===== config.mk =====
export PLATFORM = sky130hd
export DESIGN_NAME = button_event_arbiter_flat
export DESIGN_NICKNAME = d
export VERILOG_FILES = /design/src/rtl/button_event_arbiter_if.sv /design/src/rtl/button_event_arbiter.sv /design/src/flat_wrapper.sv
export SDC_FILE = /design/constraint.sdc
export NUM_CORES = 1
export LEC_CHECK = 0
export BUFFER_PORTS_ARGS = -buffer_cell sky130_fd_sc_hd__buf_2
export CORE_MARGIN = 4
export CORE_UTILIZATION = 65
export CTS_BUF_LIST = sky130_fd_sc_hd__clkbuf_2 sky130_fd_sc_hd__clkbuf_4 sky130_fd_sc_hd__clkbuf_8
export CTS_CLUSTER_SIZE = 12
export DETAILED_ROUTE_END_ITERATION = 10
export GPL_ROUTABILITY_DRIVEN = 1
export PLACE_DENSITY_LB_ADDON = 0.1
export SYNTH_ARGS = -nofsm -noshare
export SYNTH_HDL_FRONTEND = slang
export SYNTH_SLANG_ARGS = --single-unit

===== constraint.sdc =====
create_clock -name clk -period 2.6 [get_ports clk]
set_input_delay 0.52 -clock clk [delete_from_list [all_inputs] [get_ports clk]]
set_output_delay 0.52 -clock clk [all_outputs]
set_load 0.1 [all_outputs]

===== src/rtl/button_event_arbiter_if.sv =====
// Event stream between the button arbiter and its consumer.
// The producer holds evt_id/evt_kind stable while evt_valid is high and evt_ready is low.
interface button_event_arbiter_if #(
    parameter int unsigned IDW = 2
);
    logic           evt_valid;
    logic           evt_ready;
    logic [IDW-1:0] evt_id;
    logic [1:0]     evt_kind;

    modport master (
        output evt_valid,
        output evt_id,
        output evt_kind,
        input  evt_ready
    );

    modport slave (
        input  evt_valid,
        input  evt_id,
        input  evt_kind,
        output evt_ready
    );
endinterface


===== src/rtl/button_event_arbiter.sv =====
// Button event arbiter: turns N debounced button levels into discrete PRESS/LONG/REPEAT/RELEASE
// events, buffers one pending event per button and round-robins them onto one valid/ready stream.
// Events that arrive while a button's slot is still full are dropped and flagged in overflow.
module button_event_arbiter #(
    parameter int unsigned N_BTN         = 4,
    parameter int unsigned IDW           = 2,
    parameter int unsigned CNT_W         = 32,
    parameter int unsigned HOLD_CYCLES   = 50000000,
    parameter int unsigned REPEAT_CYCLES = 10000000
) (
    input  logic                   clk,
    input  logic                   rst_n,
    input  logic [N_BTN-1:0]       btn_level,
    input  logic [N_BTN-1:0]       repeat_en,
    button_event_arbiter_if.master evt,
    output logic [N_BTN-1:0]       overflow,
    input  logic [N_BTN-1:0]       clr_overflow
);

    typedef enum logic [1:0] {
        StIdle,
        StPressed,
        StHeld
    } btn_state_e;

    typedef enum logic [1:0] {
        KindPress   = 2'b00,
        KindLong    = 2'b01,
        KindRepeat  = 2'b10,
        KindRelease = 2'b11
    } evt_kind_e;

    localparam logic [CNT_W-1:0] HoldLast   = CNT_W'(HOLD_CYCLES - 1);
    localparam logic [CNT_W-1:0] RepeatLast = CNT_W'(REPEAT_CYCLES - 1);

    // Reject parameter sets the id encoding or the timers cannot support.
    if (N_BTN < 2 || N_BTN > 8 || (1 << IDW) < N_BTN ||
        HOLD_CYCLES < 2 || REPEAT_CYCLES < 2) begin : g_bad_params
        $error("button_event_arbiter: unsupported parameter combination");
    end

    // Per-button classifier state
    btn_state_e       state_q [N_BTN];
    btn_state_e       state_d [N_BTN];
    logic [CNT_W-1:0] timer_q [N_BTN];
    logic [CNT_W-1:0] timer_d [N_BTN];
    logic [N_BTN-1:0] gen_valid;
    evt_kind_e        gen_kind [N_BTN];

    // Pending slots and overflow flags
    logic [N_BTN-1:0] slot_valid_q, slot_valid_d;
    evt_kind_e        slot_kind_q [N_BTN];
    evt_kind_e        slot_kind_d [N_BTN];
    logic [N_BTN-1:0] overflow_q, overflow_d;
    logic [N_BTN-1:0] drop;

    // Arbitration and output register
    logic [IDW-1:0]   ptr_q, ptr_d;
    logic             load;
    logic             found;
    logic [IDW-1:0]   win_id;
    logic [N_BTN-1:0] grant;
    logic             out_valid_q, out_valid_d;
    logic [IDW-1:0]   out_id_q, out_id_d;
    evt_kind_e        out_kind_q, out_kind_d;

    // Classify each button's level history and decide which event, if any, it raises this edge.
    always_comb begin
        for (int i = 0; i < N_BTN; i++) begin
            state_d[i]   = state_q[i];
            timer_d[i]   = timer_q[i];
            gen_valid[i] = 1'b0;
            gen_kind[i]  = KindPress;
            case (state_q[i])
                StIdle: begin
                    if (btn_level[i]) begin
                        state_d[i]   = StPressed;
                        timer_d[i]   = '0;
                        gen_valid[i] = 1'b1;
                        gen_kind[i]  = KindPress;
                    end
                end
                StPressed: begin
                    if (!btn_level[i]) begin
                        state_d[i]   = StIdle;
                        timer_d[i]   = '0;
                        gen_valid[i] = 1'b1;
                        gen_kind[i]  = KindRelease;
                    end else if (timer_q[i] == HoldLast) begin
                        state_d[i]   = StHeld;
                        timer_d[i]   = '0;
                        gen_valid[i] = 1'b1;
                        gen_kind[i]  = KindLong;
                    end else begin
                        timer_d[i] = timer_q[i] + CNT_W'(1);
                    end
                end
                StHeld: begin
                    if (!btn_level[i]) begin
                        state_d[i]   = StIdle;
                        timer_d[i]   = '0;
                        gen_valid[i] = 1'b1;
                        gen_kind[i]  = KindRelease;
                    end else if (!repeat_en[i]) begin
                        // Repeat disabled: park the timer so re-enabling starts a full period.
                        timer_d[i] = '0;
                    end else if (timer_q[i] == RepeatLast) begin
                        timer_d[i]   = '0;
                        gen_valid[i] = 1'b1;
                        gen_kind[i]  = KindRepeat;
                    end else begin
                        timer_d[i] = timer_q[i] + CNT_W'(1);
                    end
                end
                default: begin
                    state_d[i] = StIdle;
                    timer_d[i] = '0;
                end
            endcase
        end
    end

    // Register per-button FSM state and hold/repeat timers.
    always_ff @(posedge clk or negedge rst_n) begin
        if (!rst_n) begin
            for (int i = 0; i < N_BTN; i++) begin
                state_q[i] <= StIdle;
                timer_q[i] <= '0;
            end
        end else begin
            for (int i = 0; i < N_BTN; i++) begin
                state_q[i] <= state_d[i];
                timer_q[i] <= timer_d[i];
            end
        end
    end

    // Round-robin search over the registered slots, starting at ptr and wrapping.
    always_comb begin
        logic [IDW:0] idx;
        idx    = '0;
        found  = 1'b0;
        win_id = '0;
        for (int k = 0; k < N_BTN; k++) begin
            idx = {1'b0, ptr_q} + (IDW + 1)'(k);
            if (idx >= (IDW + 1)'(N_BTN)) begin
                idx = idx - (IDW + 1)'(N_BTN);
            end
            if (!found && slot_valid_q[idx[IDW-1:0]]) begin
                found  = 1'b1;
                win_id = idx[IDW-1:0];
            end
        end
    end

    // Output register is free when empty or being accepted this edge.
    always_comb begin
        load  = !out_valid_q || evt.evt_ready;
        grant = '0;
        if (load && found) begin
            grant[win_id] = 1'b1;
        end
    end

    // Slot update: a new event replaces a slot being granted, otherwise a full slot drops it.
    always_comb begin
        for (int i = 0; i < N_BTN; i++) begin
            slot_valid_d[i] = slot_valid_q[i];
            slot_kind_d[i]  = slot_kind_q[i];
            drop[i]         = 1'b0;
            if (gen_valid[i]) begin
                if (slot_valid_q[i] && !grant[i]) begin
                    drop[i] = 1'b1;
                end else begin
                    slot_valid_d[i] = 1'b1;
                    slot_kind_d[i]  = gen_kind[i];
                end
            end else if (grant[i]) begin
                slot_valid_d[i] = 1'b0;
            end
        end
        // A drop in the same cycle as a clear must stay visible.
        overflow_d = (overflow_q & ~clr_overflow) | drop;
    end

    // Register pending slots and sticky overflow flags.
    always_ff @(posedge clk or negedge rst_n) begin
        if (!rst_n) begin
            slot_valid_q <= '0;
            overflow_q   <= '0;
            for (int i = 0; i < N_BTN; i++) begin
                slot_kind_q[i] <= KindPress;
            end
        end else begin
            slot_valid_q <= slot_valid_d;
            overflow_q   <= overflow_d;
            for (int i = 0; i < N_BTN; i++) begin
                slot_kind_q[i] <= slot_kind_d[i];
            end
        end
    end

    // Load the winner into the output register and advance the priority pointer past it.
    always_comb begin
        out_valid_d = out_valid_q;
        out_id_d    = out_id_q;
        out_kind_d  = out_kind_q;
        ptr_d       = ptr_q;
        if (load) begin
            out_valid_d = found;
            if (found) begin
                out_id_d   = win_id;
                out_kind_d = slot_kind_q[win_id];
                ptr_d      = (win_id == IDW'(N_BTN - 1)) ? '0 : win_id + IDW'(1);
            end
        end
    end

    // Register the event stream output and round-robin pointer.
    always_ff @(posedge clk or negedge rst_n) begin
        if (!rst_n) begin
            out_valid_q <= 1'b0;
            out_id_q    <= '0;
            out_kind_q  <= KindPress;
            ptr_q       <= '0;
        end else begin
            out_valid_q <= out_valid_d;
            out_id_q    <= out_id_d;
            out_kind_q  <= out_kind_d;
            ptr_q       <= ptr_d;
        end
    end

    assign evt.evt_valid = out_valid_q;
    assign evt.evt_id    = out_id_q;
    assign evt.evt_kind  = out_kind_q;
    assign overflow      = overflow_q;

endmodule


===== src/flat_wrapper.sv =====
// flat-port wrapper written by rule: the top's interface ports become plain ports
module button_event_arbiter_flat 
#(
    parameter int unsigned N_BTN         = 4,
    parameter int unsigned IDW           = 2,
    parameter int unsigned CNT_W         = 32,
    parameter int unsigned HOLD_CYCLES   = 50000000,
    parameter int unsigned REPEAT_CYCLES = 10000000
)
  (clk, rst_n, btn_level, repeat_en, overflow, clr_overflow, evt_evt_valid, evt_evt_id, evt_evt_kind, evt_evt_ready);
  button_event_arbiter_if #(.IDW(IDW)) evt_i ();
  input  logic clk;
  input  logic rst_n;
  input  logic [N_BTN-1:0] btn_level;
  input  logic [N_BTN-1:0] repeat_en;
  output logic [N_BTN-1:0] overflow;
  input  logic [N_BTN-1:0] clr_overflow;
  output wire logic [$bits(evt_i.evt_valid)-1:0] evt_evt_valid;
  output wire logic [$bits(evt_i.evt_id)-1:0] evt_evt_id;
  output wire logic [$bits(evt_i.evt_kind)-1:0] evt_evt_kind;
  input wire logic [$bits(evt_i.evt_ready)-1:0] evt_evt_ready;
  assign evt_evt_valid = evt_i.evt_valid;
  assign evt_evt_id = evt_i.evt_id;
  assign evt_evt_kind = evt_i.evt_kind;
  assign evt_i.evt_ready = evt_evt_ready;
  button_event_arbiter #(.N_BTN(N_BTN), .IDW(IDW), .CNT_W(CNT_W), .HOLD_CYCLES(HOLD_CYCLES), .REPEAT_CYCLES(REPEAT_CYCLES)) u_core (.clk(clk), .rst_n(rst_n), .btn_level(btn_level), .repeat_en(repeat_en), .evt(evt_i), .overflow(overflow), .clr_overflow(clr_overflow));
endmodule

# Word level (Yosys, flattened, before mapping)
# Index checks and enable logic that the tools add are counted.
dict set report totals {
  word_cells 271
  regBits 159
  out_inout_bits 9
}
dict set report classes {
  reduce_logical 39
  eq_ne 33
  addsub 12
  bitwise 8
  n_lt_le_gt_ge 11
  mux 147
}
# operator n
set op_table {}
lappend op_table {{$mux 32} 24}
lappend op_table {{$pmux 32 s3} 4}
lappend op_table {{$add 32x1->32 const B} 4}
lappend op_table {{$eq 32x24->1 const B} 4}
lappend op_table {{$eq 32x26->1 const B} 4}
lappend op_table {{$mux 2} 43}
lappend op_table {{$mux 1} 57}
lappend op_table {{$ne 2x2->1 const B} 12}
lappend op_table {{$pmux 2 s3} 4}
lappend op_table {{$reduce_and 2->1} 9}
lappend op_table {{$pmux 2 s2} 4}
lappend op_table {{$lt 2x3->1 const B} 5}
lappend op_table {{$ge 3x3->1 const B} 4}
lappend op_table {{$ne 3x2->1 const B} 4}
lappend op_table {{$pmux 1 s3} 4}
lappend op_table {{$reduce_and 3->1} 4}
lappend op_table {{$eq 2x2->1 const B} 5}
lappend op_table {{$logic_and 1x1->1} 9}
lappend op_table {{$bmux 1 s2} 4}
lappend op_table {{$eq 2x1->1 const B} 4}
lappend op_table {{$logic_not 1->1} 8}
lappend op_table {{$logic_not 2->1} 4}
lappend op_table {{$reduce_bool 2->1} 4}
lappend op_table {{$sub 2x1->2 const B} 4}
lappend op_table {{14 further kinds} 18}

# Longest topological paths before layout
# Gate-level depths: netlist (run 1).
dict set report logic_depth {
  depth_word 24
  depth_mapped 10
  mapped_depth_nobuf 10
}

# Worst setup path before layout (run 1)
# Ideal clock, no wire load.
dict set report synth_timing {
  kind {flip-flop to flip-flop}
  start {reg u_core.timer_q[32] in the netlist's numbering}
  end {reg u_core.timer_q[38] in the netlist's numbering}
  path_slack_ps 472
  synth_period_minus_slack_ps 2128
  t_arrival_ps 2007
  path_stages_with_launch 9
  path_buffers 1
  path_cell_list {dfrtp_1 -> ha_1 -> nand3_2 -> or3_4 -> o311ai_1 -> a21oi_2 -> buf_6 -> a21o_1 -> a22o_1}
}
dict set report synth_via {
  elab_chain_len 5
  word_cells_on_any_way 9
  cone_classes {1 x add/sub; 2 x eq/ne; 6 x mux}
}
# element line_no
set synth_lines {}
lappend synth_lines {{from (decl)} button_event_arbiter.sv:45} ;# logic [CNT_W-1:0] timer_q [N_BTN];
lappend synth_lines {{from (signal, indexed assignment)} button_event_arbiter.sv:133} ;# timer_q[i] <= timer_d[i];
lappend synth_lines {{$add 32x1->32 / $eq 32x24->1 (equally long branches)} {button_event_arbiter.sv:95, button_event_arbiter.sv:112, button_event_arbiter.sv:107}}
lappend synth_lines {{$mux 32} button_event_arbiter.sv:107} ;# end else if (timer_q[i] == RepeatLast) begin
lappend synth_lines {{$mux 32} button_event_arbiter.sv:104} ;# end else if (!repeat_en[i]) begin
lappend synth_lines {{$mux 32} button_event_arbiter.sv:99} ;# if (!btn_level[i]) begin
lappend synth_lines {{$pmux 32 s3 *} button_event_arbiter.sv:74} ;# case (state_q[i])
# Mark *: on every way between the ends. The rest lies on a longest branch, timed or not.
# A chain may end at the register's enable or synchronous reset.

# Worst setup path after layout (run 1)
dict set report layout_timing {
  start {reg u_core.timer_q[126] in the netlist's numbering}
  end {reg u_core.timer_q[109] in the netlist's numbering}
}
dict set report layout_via {
  elab_chain_len 5
  word_cells_on_any_way 8
  cone_classes {2 x eq/ne; 6 x mux}
}
# element line_no
set layout_lines {}
lappend layout_lines {{$eq 32x24->1} button_event_arbiter.sv:107}
lappend layout_lines {{$mux 32} button_event_arbiter.sv:107}
lappend layout_lines {{$mux 32} button_event_arbiter.sv:104}
lappend layout_lines {{$mux 32} button_event_arbiter.sv:99}
lappend layout_lines {{$pmux 32 s3 *} button_event_arbiter.sv:74}
# Marked as above.

==> impl_results.rst, run 1 <==
.. list-table::
   :header-rows: 1

   * - Metric
     - Value
   * - Run status
     - completed
   * - Clock tree from TritonCTS
     - built
   * - Max-slew violation count
     - 0
   * - Fillcell total
     - approximately 1100
   * - Area after DPL
     - around 0.010 mm²
   * - Syn nets
     - between 1000 and 1500
   * - YS warnings
     - 0
   * - Critical Path Max Stage Delay
     - between 0.4 and 0.5 ns
   * - Wire length per cell after detailed routing
     - 17.03 µm
   * - Dominant combinational cell family by area after synthesis
     - simple AND/OR/NAND/NOR gates
   * - Worst path required time
     - 2.95 ns
   * - Maximum number of pins on one net before global-route repair
     - 60
   * - Fin Clk Skew
     - 0.02146 ns
   * - Detail Route Antenna Nets
     - 0
   * - Clock tree root driver cell
     - sky130_fd_sc_hd__clkbuf_8
   * - Pwr per Cell Area
     - 741.5 mW/mm²
   * - Top flip-flop cell by instance count after synthesis
     - sky130_fd_sc_hd__dfrtp_1
   * - Dpl ws
     - -0.1571 ns
   * - Initial standard-cell utilization of the core
     - 0.6625
   * - Worst Setup Slack, final
     - between 0.07 and 0.08 ns
   * - Drt pass-1 iters
     - 6
   * - Category of the worst setup path launch point
     - register
   * - Post-synthesis instance area
     - 0.009592 mm²
   * - Register-to-register path setup slack
     - 0.07 ns
   * - Worst-Margin Slew
     - 0.7790 ns
   * - Most Used Layer, Global Route
     - met2
   * - Total power consumption of the routed design
     - ~7900 µW
   * - Setup Total Neg Slack
     - 0 ns
   * - Area fraction in and, or, nand and nor cells after synthesis
     - 0.2708
   * - Number of antenna violations at the first check in global routing
     - 1
   * - Post-synthesis async set-or-reset flop share
     - 1.000
   * - Total global routing overflow
     - 0
   * - Cell with the most instances after synthesis
     - sky130_fd_sc_hd__dfrtp_1
   * - Commonest cells in the synthesized netlist
     - sky130_fd_sc_hd__dfrtp_1, sky130_fd_sc_hd__nand2_1, sky130_fd_sc_hd__a21oi_1
   * - Floorplan row count
     - 44
   * - Clock H-tree levels
     - 4
   * - Maximum vdd ir drop
     - about 0.00052 V
   * - Critical Path Sink Type
     - register
   * - Number of violations reported at the end of detailed-routing iteration 0
     - 745
   * - Static leakage
     - ~0.0044 µW
   * - Area of all placed cells without fillers
     - approximately 0.011 mm²
   * - Top area cells in the synthesized netlist
     - sky130_fd_sc_hd__dfrtp_1, sky130_fd_sc_hd__nand2_1, sky130_fd_sc_hd__a31oi_1, sky130_fd_sc_hd__a21oi_1, sky130_fd_sc_hd__nand3_1
   * - Fraction of synthesized cell area taken by the top area cell type
     - 0.4148
   * - DRC viols
     - 0
   * - Final cycle utilization of the critical path
     - 0.9724
   * - Die extent in x
     - ~130 µm
   * - Count of input and output buffers
     - 23
   * - Placeable core area
     - 0.01448 mm²
   * - Unrepaired setup endpoints after global routing
     - no
   * - Highest-delay cell along the critical path
     - sky130_fd_sc_hd__o311ai_4
   * - XOR/XNOR share of the synthesized area
     - 0.01187
   * - Overall global routing resource usage
     - 0.2713
   * - Average size of a mapped cell
     - 8.881 µm²
   * - Time the final worst path needs with I/O delays and setup
     - around 2.5 ns
   * - Buffers & Inverters on Critical Path
     - 0
   * - Kind of critical path
     - reg -> reg
   * - Post-Place Cells
     - 1276
   * - Post-route non-filler standard cell count
     - 1312
   * - Fraction of final layout cells sized beyond drive strength 1
     - 0.1242
   * - Maximum fanout count along the critical path
     - 8
   * - Total CTS buffers
     - 17
   * - Total length of routed wires
     - 22.34 mm
   * - Source of the worst register-to-register timing path
     - u_core.timer_q[126]
   * - Detail Placement HPWL
     - 14.85 mm
   * - Cell count after synthesis
     - 1080
   * - Sink count of the clock tree
     - 159
   * - Reg2Reg Capture Point
     - u_core.timer_q[109]
   * - Overall via count from detail_route
     - 8522
   * - Worst skew pair latency
     - 0.47 ns
   * - Share of synthesized cell area in full adder, half adder and majority cells
     - 0.03131
   * - Fraction of the yosys area taken by sequential cells
     - 0.4148
   * - Complex-gate fraction of the synthesized area
     - 0.2120
   * - Top-level port count
     - 24
   * - Worst relative slew slack
     - 0.4796
   * - RD Place Congestion
     - 0.8527
   * - Max Freq
     - 0.3955 GHz
   * - Layout overhead on the synthesized area
     - 10.44%
   * - Met2 Usage GRT
     - 0.4338
   * - Setup-failing EPs final
     - 0
   * - Die ar.
     - 0.01676 mm²
   * - Arr. time, crit path
     - 2.88 ns
   * - EDFF count, synth
     - 0
   * - Die H
     - 129.5 µm
   * - Multiplexer share of the synthesized area
     - 0.01735
   * - Count of final hold-check violations
     - 0
   * - Number of unique standard cell types used by synthesis
     - 74
   * - Number of flip-flops and latches in the synthesized netlist
     - 159
   * - Met1 track demand over resource
     - 0.3781
   * - Wire length of the first global-routing pass
     - 37.16 mm
   * - Maximum buffer depth of the clock tree
     - 2
   * - Total Nets Final
     - approximately 1200
   * - Post-synthesis cell type with the largest combined area
     - sky130_fd_sc_hd__dfrtp_1
   * - Per-cell via count in the routed design
     - 6.495
   * - Clock-pin slew on the worst setup and hold paths
     - 0.09 ns
   * - Worst min-delay path class
     - in -> async
   * - Met3 track utilization from global routing
     - 0.05647
   * - Total of max-cap violations
     - 0
   * - Delay-heaviest family, CP
     - compound AO/OA/AOI/OAI gates
   * - Number of global-route vias before repair
     - 7852
   * - Worst reg2reg path depth
     - 6
   * - Critical Path, Cell by Cell
     - nor4_2 -> nand4_1 -> o311ai_4 -> a21o_1 -> o21ai_0 -> a22o_1
worst reg2reg max path: stages (launching register included):
cell,delay (ns)
sky130_fd_sc_hd__dfrtp_1,0.44
sky130_fd_sc_hd__nor4_2,0.38
sky130_fd_sc_hd__nand4_1,0.31
sky130_fd_sc_hd__o311ai_4,0.48
sky130_fd_sc_hd__a21o_1,0.40
sky130_fd_sc_hd__o21ai_0,0.15
sky130_fd_sc_hd__a22o_1,0.27
cell type report:
class / instances / area (µm²) / area share
clock buffers: 19 / 255.2 / 0.02410
flip-flops and latches: 159 / 3979 / 0.3756
diodes: 1 / 2.502 / 0.0002362
inverters: 41 / 153.9 / 0.01453
multi-input cells: 834 / 5293 / 0.4996
repair buffers: 61 / 444.2 / 0.04193
clock inverters: 13 / 235.2 / 0.02221
well taps: 184 / 230.2 / 0.02173
cells by family (layout without fill, tap and decap cells):
| family | count (synthesis) | after routing |
|---|---|---|
| compound gates | 313 | 314 |
| xor+xnor | 13 | 13 |
| fa+ha+maj | 24 | 24 |
| buf+inv | 88 | 134 |
| flops | 159 | 159 |
| mux | 16 | 16 |
| other cells | 0 | 1 |
| simple gates | 467 | 467 |
what timing repair did:
item | in CTS | in global routing
buffers inserted | 0 | 2
pin swaps | 1 | 3
endpoints found under the setup margin | 14 | 44
hold buffers | 0 | 0
gates cloned | 1 | 0
gates resized for setup | 1 | 7
cells in the final DEF, fill, tap and decap left out, drive strengths merged, types with 8 or more instances in the layout:
| master | instances |
|---|---|
| dfrtp | 159 |
| nand2 | 135 |
| a21oi | 85 |
| a31oi | 72 |
| o21ai | 65 |
| nand3 | 64 |
| buf | 61 |
| nor2 | 46 |
| inv | 42 |
| nor3 | 33 |
| and3 | 31 |
| nand2b | 30 |
| nand4 | 30 |
| ha | 24 |
| clkbuf | 19 |
| a21o | 18 |
| a22o | 17 |
| and4 | 14 |
| or3 | 14 |
| nor4 | 13 |
| nor2b | 11 |
| mux2i | 11 |
| o311ai | 11 |
| xor2 | 9 |
| nor4b | 9 |
| o22ai | 8 |
stage by stage:
stage,hold WS [ns],util
6_report,0.0001094,0.7316
5_1_grt,0.02065,0.7316
4_1_cts,0.001395,0.7264
3_5_place_dp,0.4925,0.6914
3_3_place_gp,0.4866,0.6914
2_1_floorplan,0.2244,-
per-layer routing:
layer  vias up  routed length (µm)  part of all wire
met5         -                   0                 0
met4         0                 378             0.017
met3        38                1051             0.047
met2       265               10570              0.47
met1      4107               10340              0.46
li1       4112                   -                 -
sequential cells by signal, indices dropped and copies added, names as in the netlist:
name	cells
u_core.evt.evt_id	2
u_core.evt.evt_valid	1
u_core.overflow	4
u_core.slot_valid_q	4
u_core.state_q	8
u_core.evt.evt_kind	2
u_core.ptr_q	2
u_core.timer_q	128
u_core.slot_kind_q	8
power breakdown:
group	total (µW)	switching (µW)	internal (µW)	leakage [µW]
Combinational	2730	1820	909	0.00198
Sequential	2870	184	2690	0.00216
Clock	2260	975	1280	0.000240
worst max path at each step:
stage | depth (start not counted) | slack, ns | endpoint | from
detailed placement | 7 | -0.16 | u_core.timer_q[104] | u_core.timer_q[96]
CTS | 6 | 0.02 | u_core.timer_q[109] | u_core.timer_q[126]
floorplan | 8 | 0.47 | u_core.timer_q[38] | u_core.timer_q[32]
global route | 8 | 0.02 | u_core.timer_q[35] | u_core.timer_q[32]
global placement | 7 | 0.001 | u_core.timer_q[104] | u_core.timer_q[96]
finish | 6 | 0.07 | u_core.timer_q[109] | u_core.timer_q[126]
(Power assumes the default switching activity.)
==> run 2: changes to the inputs <==
--- a/config.mk
+++ b/config.mk
@@ -6,10 +6,12 @@
 export NUM_CORES = 1
 export LEC_CHECK = 0
-export BUFFER_PORTS_ARGS = -buffer_cell sky130_fd_sc_hd__buf_2
+export CELL_PAD_IN_SITES_DETAIL_PLACEMENT = 0
+export CELL_PAD_IN_SITES_GLOBAL_PLACEMENT = 2
 export CORE_MARGIN = 4
-export CORE_UTILIZATION = 65
+export CORE_UTILIZATION = 42
 export CTS_BUF_LIST = sky130_fd_sc_hd__clkbuf_2 sky130_fd_sc_hd__clkbuf_4 sky130_fd_sc_hd__clkbuf_8
 export CTS_CLUSTER_SIZE = 12
 export DETAILED_ROUTE_END_ITERATION = 10
+export DONT_BUFFER_PORTS = 1
 export GPL_ROUTABILITY_DRIVEN = 1
 export PLACE_DENSITY_LB_ADDON = 0.1
==> constraint.sdc (replaced) <==
create_clock -name clk -period 2.6 [get_ports clk]
set_input_delay 0.26 -clock clk [delete_from_list [all_inputs] [get_ports clk]]
set_output_delay 0.26 -clock clk [all_outputs]
set_load 0.1 [all_outputs]
==> run 2 against run 1 <==
  * The flow now finishes with violations (negative hold slack)
  * Register-to-register slack improved by 0.15 ns
  * Sequential power increased by 12%
  * First-iteration DRC count decreased by 25%
  * Largest cell class unchanged
==> impl_results.rst, run 2 (synthesized netlist as in run 1, its figures left out) <==
.. list-table::
   :header-rows: 1

   * - Metric
     - Value
   * - Most flops, register
     - u_core.timer_q
   * - Top-level port count
     - 24 (unchanged)
   * - DRC viols
     - 0 (unchanged)
   * - Detail Route Antenna Nets
     - 0 (unchanged)
   * - Per-cell via count in the routed design
     - 5.876 (-9.5%)
   * - Source of the worst register-to-register timing path
     - u_core.timer_q[48]
   * - Setup-failing EPs final
     - 0 (unchanged)
   * - Fin Clk Skew
     - 0.01993 ns (-0.001531 ns)
   * - Highest-delay cell along the critical path
     - sky130_fd_sc_hd__or4_1
   * - Max-slew violation count
     - 0 (unchanged)
   * - Time the final worst path needs with I/O delays and setup
     - 2.382 ns (-0.1458 ns)
   * - Unrepaired setup endpoints after global routing
     - no
   * - Maximum buffer depth of the clock tree
     - 2 (unchanged)
   * - Fraction of final layout cells sized beyond drive strength 1
     - 0.1075 (-0.01670)
   * - Run status
     - finished, violations left
   * - Maximum fanout count along the critical path
     - 5 (-3)
   * - Wire length per cell after detailed routing
     - 17.26 µm (+1.3%)
   * - Total length of routed wires
     - 24.18 mm (+8.2%)
   * - Post-CTS repair timing setup buffer count
     - 0 (unchanged)
   * - Final cycle utilization of the critical path
     - 0.9163 (-0.05607)
   * - Registers with the most flip-flops
     - u_core.timer_q (128), u_core.slot_kind_q (8), u_core.state_q (8)
   * - Post-Place Cells
     - 1364 (+6.9%)
   * - Max Freq
     - 0.4197 GHz (+6.1%)
   * - Critical Path Sink Type
     - register
   * - Layout overhead on the synthesized area
     - 10.51% (about the same)
   * - Kind of critical path
     - reg -> reg
   * - Static leakage
     - 0.004303 µW (-1.6%)
   * - Overall via count from detail_route
     - 8232 (-3.4%)
   * - Most frequent cells in the layout
     - sky130_fd_sc_hd__dfrtp_1, sky130_fd_sc_hd__nand2_1, sky130_fd_sc_hd__a21oi_1, sky130_fd_sc_hd__a31oi_1, sky130_fd_sc_hd__nand3_1
   * - Pwr per Cell Area
     - 704.9 mW/mm² (-4.9%)
   * - Area after DPL
     - 0.01010 mm² (+0.92%)
   * - Met3 track utilization from global routing
     - 0.03029 (-0.02618)
   * - Worst-Margin Slew
     - 0.9627 ns (+0.1836 ns)
   * - Die ar.
     - 0.02532 mm² (+51%)
   * - Reg2Reg Capture Point
     - u_core.slot_kind_q[3]
   * - Number of violations reported at the end of detailed-routing iteration 0
     - 560 (-25%)
   * - Placeable core area
     - 0.02257 mm² (+56%)
   * - Die extent in x
     - 159.1 µm (+23%)
   * - Clock tree root driver cell
     - sky130_fd_sc_hd__clkbuf_8
   * - Post-Route Hold Slack
     - -0.5170 ns (-0.5171 ns)
   * - Most common cell after layout, fill and taps aside
     - sky130_fd_sc_hd__dfrtp_1
   * - Area of all placed cells without fillers
     - 0.01060 mm² (about the same)
   * - Met1 track demand over resource
     - 0.2693 (-0.1088)
   * - Floorplan row count
     - 55 (+25%)
   * - Setup Total Neg Slack
     - 0 ns (unchanged)
   * - Maximum number of pins on one net before global-route repair
     - 160 (+170%)
   * - Count of final hold-check violations
     - 159 (+159)
   * - Post-cts hold buffer count
     - 8 (+8)
   * - Worst path required time
     - 2.93 ns (-0.02 ns)
   * - Initial standard-cell utilization of the core
     - 0.4249 (-0.2375)
   * - Count of input and output buffers
     - 0 (-100%)
   * - Number of antenna violations at the first check in global routing
     - 0 (-1)
   * - Clock H-tree levels
     - 4 (unchanged)
   * - Critical Path Max Stage Delay
     - 0.56 ns (+0.08 ns)
   * - Maximum vdd ir drop
     - 0.0004414 V (-16%)
   * - Total of max-cap violations
     - 0 (unchanged)
   * - Sink count of the clock tree
     - 159 (unchanged)
   * - Failing checks
     - negative hold slack
   * - Worst skew pair latency
     - 0.46 ns (about the same)
   * - Overall global routing resource usage
     - 0.1919 (-0.07941)
   * - Clock tree from TritonCTS
     - built
   * - Die H
     - 159.1 µm (+23%)
   * - Arr. time, crit path
     - 2.72 ns (-0.16 ns)
   * - Post-route non-filler standard cell count
     - 1401 (+6.8%)
   * - Met2 Usage GRT
     - 0.3115 (-0.1223)
   * - Register-to-register path setup slack
     - 0.22 ns (+0.15 ns)
   * - Drt pass-1 iters
     - 5 (-1)
   * - Category of the worst setup path launch point
     - register
   * - Antenna fix cells
     - 0 (-1)
   * - Worst reg2reg path depth
     - 6 (unchanged)
   * - Number of global-route vias before repair
     - 8093 (+3.1%)
   * - Detail Placement HPWL
     - 16.32 mm (+9.9%)
   * - Buffers & Inverters on Critical Path
     - 0 (unchanged)
   * - Total CTS buffers
     - 17 (unchanged)
   * - Delay-heaviest family, CP
     - simple AND/OR/NAND/NOR gates
   * - Clock-pin slew on the worst setup and hold paths
     - 0.10 ns (about the same)
   * - Total Nets Final
     - 1145 (-0.69%)
   * - Wire length of the first global-routing pass
     - 41.05 mm (+10%)
   * - Worst relative slew slack
     - 0.3582 (-0.1214)
   * - Worst min-delay path class
     - in -> async
   * - RD Place Congestion
     - 0.7865 (-7.8%)
   * - Most Used Layer, Global Route
     - met2
   * - Flip-flop count of the largest register, all copies and words added
     - 128 (unchanged)
   * - Total global routing overflow
     - 0 (unchanged)
   * - Critical Path, Cell by Cell
     - nor4b_2 -> nand4_1 -> or4_1 -> a21oi_1 -> a221oi_1 -> a211o_1
-- run 2: layout make-up --
class                   instances  area, µm²
well taps                     285      356.6
clock inverters                10      138.9
multi-input cells             833       5235
flip-flops and latches        159       3979
repair buffers                 54      475.5
inverters                      41      153.9
fillers                      2270      11970
clock buffers                  19      261.5
-- run 2: layer usage --
layer / share of wire / up-vias
li1: - / 4086
met1: 0.50 / 4002
met2: 0.46 / 125
met3: 0.030 / 19
met4: 0.011 / 0
met5: 0 / -
-- run 2: stage by stage --
| stage | total power, µW | hold WS [ns] | util | setup slack [ns] |
|---|---|---|---|---|
| after global placement | 5576 | -0.02859 | 0.4476 | 0.2619 |
| after detailed placement | 5582 | -0.02811 | 0.4476 | 0.2011 |
| after CTS | 7570 | -0.5436 | 0.4689 | 0.1835 |
| final | 7472 | -0.5170 | 0.4696 | 0.2176 |
| after global routing | 7957 | -0.5504 | 0.4696 | 0.01963 |
| after floorplan | 4951 | -0.03559 | - | 0.4720 |
-- run 2: worst max-delay path by stage --
stage	slack, ns	endpoint	from	depth (start not counted)
final	0.22	u_core.slot_kind_q[3]	u_core.timer_q[48]	6
after global routing	0.02	u_core.slot_kind_q[3]	u_core.timer_q[48]	6
after global placement	0.26	u_core.timer_q[35]	u_core.timer_q[48]	6
after detailed placement	0.20	u_core.timer_q[35]	u_core.timer_q[32]	7
after CTS	0.18	u_core.timer_q[35]	u_core.timer_q[48]	6
after floorplan	0.47	u_core.timer_q[38]	u_core.timer_q[32]	8
-- run 2: report_power, final --
group | total, µW | internal, µW | switching, µW | leakage (µW)
Sequential | 3220 | 2680 | 543 | 0.00216
Combinational | 2310 | 895 | 1420 | 0.00196
Clock | 1940 | 984 | 955 | 0.000192
Total | 7470 | 4560 | 2910 | 0.00430
-- run 2: repair_timing --
action                                  CTS  global route
endpoints found under the hold margin   171           159
resized for setup                         0             2
endpoints found under the setup margin    0             3
==> run 3: changes to the inputs <==
Settings changed: CTS_BUF_LIST sky130_fd_sc_hd__clkbuf_2 sky130_fd_sc_hd__clkbuf_4 sky130_fd_sc_hd__clkbuf_8 to sky130_fd_sc_hd__clkbuf_4, GPL_TIMING_DRIVEN set to 0, SETUP_SLACK_MARGIN set to 0.4.
==> run 3 against run 2 <==
  * The flow still finishes with violations (negative hold slack)
  * Maximum frequency grew 5.4%
  * First-iteration DRC count decreased by 3.9%
  * Power rose by 8.7%
  * Clock skew grew 0.021 ns
  * Via count increased by 7.3%
  * Register-to-register slack better by 0.12 ns
  * Cell count increased by 6.9%
  * Utilization up 7.4 points
  * Design area increased by 16%
  * Clock power is 10% lower
  * Hold slack got worse by 0.12 ns
  * Critical path type unchanged
==> impl_results.rst, run 3 (synthesized netlist as in run 1, its figures left out) <==
.. list-table::
   :header-rows: 1

   * - Metric
     - Value
   * - Number of violations reported at the end of detailed-routing iteration 0
     - 538 (-3.9%)
   * - Worst path required time
     - 3.04 ns (+0.11 ns)
   * - Detail Placement HPWL
     - 17.33 mm (+6.2%)
   * - Overall global routing resource usage
     - 0.2107 (+0.01874)
   * - Kind of critical path
     - reg -> reg
   * - Max Freq
     - 0.4425 GHz (+5.4%)
   * - Overall via count from detail_route
     - 8837 (+7.3%)
   * - Count of final hold-check violations
     - 159 (unchanged)
   * - Arr. time, crit path
     - 2.70 ns (-0.02 ns)
   * - Most flops, register
     - u_core.timer_q
   * - Critical Path Sink Type
     - register
   * - Post-Route Hold Slack
     - -0.6372 ns (-0.1202 ns)
   * - Wire length of the first global-routing pass
     - 44.42 mm (+8.2%)
   * - Wire length per cell after detailed routing
     - 18.85 µm (+9.2%)
   * - Worst Setup Slack, final
     - 0.3400 ns (+0.1224 ns)
   * - Maximum fanout count along the critical path
     - 5 (unchanged)
   * - Most frequent cells in the layout
     - sky130_fd_sc_hd__nand2_1, sky130_fd_sc_hd__dfrtp_1, sky130_fd_sc_hd__buf_4, sky130_fd_sc_hd__a31oi_1, sky130_fd_sc_hd__o21ai_0
   * - Die extent in x
     - 159.1 µm (unchanged)
   * - Worst min-delay path class
     - in -> async
   * - Placeable core area
     - 0.02257 mm² (unchanged)
   * - Top-level port count
     - 24 (unchanged)
   * - Sw Share
     - 0.4116 (+0.02174)
   * - Total length of routed wires
     - 28.23 mm (+17%)
   * - Total CTS buffers
     - 17 (unchanged)
   * - Total global routing overflow
     - 0 (unchanged)
   * - Clock-pin slew on the worst setup and hold paths
     - 0.16 ns (+0.06 ns)
   * - RD Place Congestion
     - 0.8203 (+4.3%)
   * - Max-slew violation count
     - 0 (unchanged)
   * - Number of antenna violations at the first check in global routing
     - 1 (+1)
   * - Fraction of final layout cells sized beyond drive strength 1
     - 0.2855 (+0.1780)
   * - Worst skew pair latency
     - 0.58 ns (+0.12 ns)
   * - Worst-Margin Slew
     - 0.9872 ns (+0.02455 ns)
   * - Floorplan row count
     - 55 (unchanged)
   * - Dpl ws
     - 0.02047 ns (-0.1806 ns)
   * - Die H
     - 159.1 µm (unchanged)
   * - Final cycle utilization of the critical path
     - 0.8692 (-0.04708)
   * - Number of global-route vias before repair
     - 8271 (+2.2%)
   * - Maximum vdd ir drop
     - 0.0004351 V (-1.4%)
   * - Registers with the most flip-flops
     - u_core.timer_q (128), u_core.slot_kind_q (8), u_core.state_q (8)
   * - Post-cts hold buffer count
     - 10 (+2)
   * - Count of input and output buffers
     - 0 (unchanged)
   * - Post-Place Cells
     - 1365 (+0.073%)
   * - Setup-failing EPs final
     - 0 (unchanged)
   * - DRC viols
     - 0 (unchanged)
   * - Post-route non-filler standard cell count
     - 1498 (+6.9%)
   * - Cell internal power dissipation
     - 4777 µW (+4.8%)
   * - Clock H-tree levels
     - 4 (unchanged)
   * - Drt pass-1 iters
     - 7 (+2)
   * - Clock tree from TritonCTS
     - built
   * - Portion of total power attributed to the clock network
     - 0.214 (-0.046)
   * - Most common cell after layout, fill and taps aside
     - sky130_fd_sc_hd__nand2_1
   * - Per-cell via count in the routed design
     - 5.899 (+0.40%)
   * - Sink count of the clock tree
     - 159 (unchanged)
   * - Total of max-cap violations
     - 0 (unchanged)
   * - Fin Clk Skew
     - 0.04106 ns (+0.02113 ns)
   * - Run status
     - finished, violations left
   * - Layout overhead on the synthesized area
     - 27.98%
   * - Pwr per Cell Area
     - 661.4 mW/mm² (-6.2%)
   * - Unrepaired setup endpoints after global routing
     - yes
   * - Detail Route Antenna Nets
     - 0 (unchanged)
   * - Maximum number of pins on one net before global-route repair
     - 160 (unchanged)
   * - Category of the worst setup path launch point
     - register
   * - Die ar.
     - 0.02532 mm² (unchanged)
   * - Setup Total Neg Slack
     - 0 ns (unchanged)
   * - Clock tree root driver cell
     - sky130_fd_sc_hd__clkbuf_4
   * - Sw power
     - 3342 µW (+15%)
   * - Maximum buffer depth of the clock tree
     - 2 (unchanged)
   * - Seq pwr share
     - 0.413 (-0.018)
   * - Time the final worst path needs with I/O delays and setup
     - 2.260 ns (-0.1224 ns)
   * - Static leakage
     - 0.004895 µW (+14%)
   * - Flip-flop count of the largest register, all copies and words added
     - 128 (unchanged)
   * - Final design utilization
     - 0.5438 (+0.07422)
   * - Worst relative slew slack
     - 0.3419 (-0.01637)
   * - Initial standard-cell utilization of the core
     - 0.4249 (unchanged)
   * - Total Nets Final
     - 1238 (+8.1%)
   * - Failing checks
     - negative hold slack
   * - Combinational Power Share
     - 0.373 (+0.064)
-- run 3: cell types whose count changed in the layout (fill, tap and decap cells not counted), moves of 10 or more --
cell                       before  now
sky130_fd_sc_hd__dfrtp_1      159  121
sky130_fd_sc_hd__dfrtp_2        0   38
sky130_fd_sc_hd__buf_4         42   74
sky130_fd_sc_hd__a21oi_1       80   49
sky130_fd_sc_hd__a21oi_2        3   29
sky130_fd_sc_hd__clkbuf_8      19    1
sky130_fd_sc_hd__buf_6          0   17
sky130_fd_sc_hd__clkbuf_4       0   17
sky130_fd_sc_hd__clkbuf_2       0   13
sky130_fd_sc_hd__nand3_1       61   51
-- run 3: final timing paths --
path | cells after the start | slack (ns) | startpoint | endpoint
worst max-delay path | 9 | 0.34 | u_core.timer_q[33] | u_core.state_q[2]
worst min-delay path | 0 | -0.64 | rst_n | u_core.timer_q[43]
worst max register to register | 9 | 0.34 | u_core.timer_q[33] | u_core.state_q[2]
worst min register to register | 1 | 0.51 | u_core.timer_q[98] | u_core.timer_q[98]
max in group asynchronous | 0 | 2.89 | rst_n | u_core.timer_q[13]
min in group clk | 3 | 0.06 | btn_level[2] | u_core.slot_valid_q[2]
-- run 3: routing by layer --
| layer | track usage | vias to the layer above | part of all wire |
|---|---|---|---|
| met5 | 0 | - | 0 |
| met4 | 0.04103 | 0 | 0.0089 |
| met3 | 0.03857 | 15 | 0.030 |
| met2 | 0.3387 | 143 | 0.48 |
| met1 | 0.3009 | 4370 | 0.48 |
| li1 | - | 4309 | - |
-- run 3: area by class of cell --
type                    instances  area [µm²]
clock buffers                  17       127.6
clock inverters                15       192.7
multi-input cells             834        6058
flip-flops and latches        159        4026
repair buffers                 99       957.2
plain buffers                  47       400.4
inverters                      41       153.9
diodes                          1       2.502
fillers                      2070       10300
well taps                     285       356.6
-- run 3: what timing repair did --
action | in CTS | in global routing
setup buffers | 45 | 34
cloned | 1 | 10
setup endpoints to repair | 140 | 139
resized for setup | 80 | 187
hold endpoints to repair | 176 | 159
pin swaps | 24 | 58
-- run 3: power groups by stage --
stage               Sequential [µW]  Clock (µW)  Combinational, µW
floorplan                      3320           0               1630
global placement               3400           0               2180
detailed placement             3400           0               2180
CTS                            3350        1790               2530
global route                   3380        1910               3340
finish                         3350        1740               3030
-- run 3: worst max-delay path: stages (launching register included) --
cell and delay, ns:
sky130_fd_sc_hd__dfrtp_1 0.44, sky130_fd_sc_hd__ha_4 0.17, sky130_fd_sc_hd__nand3_4 0.09, sky130_fd_sc_hd__or3_4 0.44
sky130_fd_sc_hd__o31ai_4 0.31, sky130_fd_sc_hd__buf_4 0.16, sky130_fd_sc_hd__buf_6 0.09, sky130_fd_sc_hd__a21oi_2 0.04
sky130_fd_sc_hd__a31o_2 0.20, sky130_fd_sc_hd__a22o_1 0.19
-- run 3: stage by stage --
stage / area [µm²] / power (µW)
floorplan: 9592 / 4951
global placement: 9948 / 5576
detailed placement: 9948 / 5580
CTS: 11100 / 7675
global route: 12280 / 8630
finish: 12280 / 8119
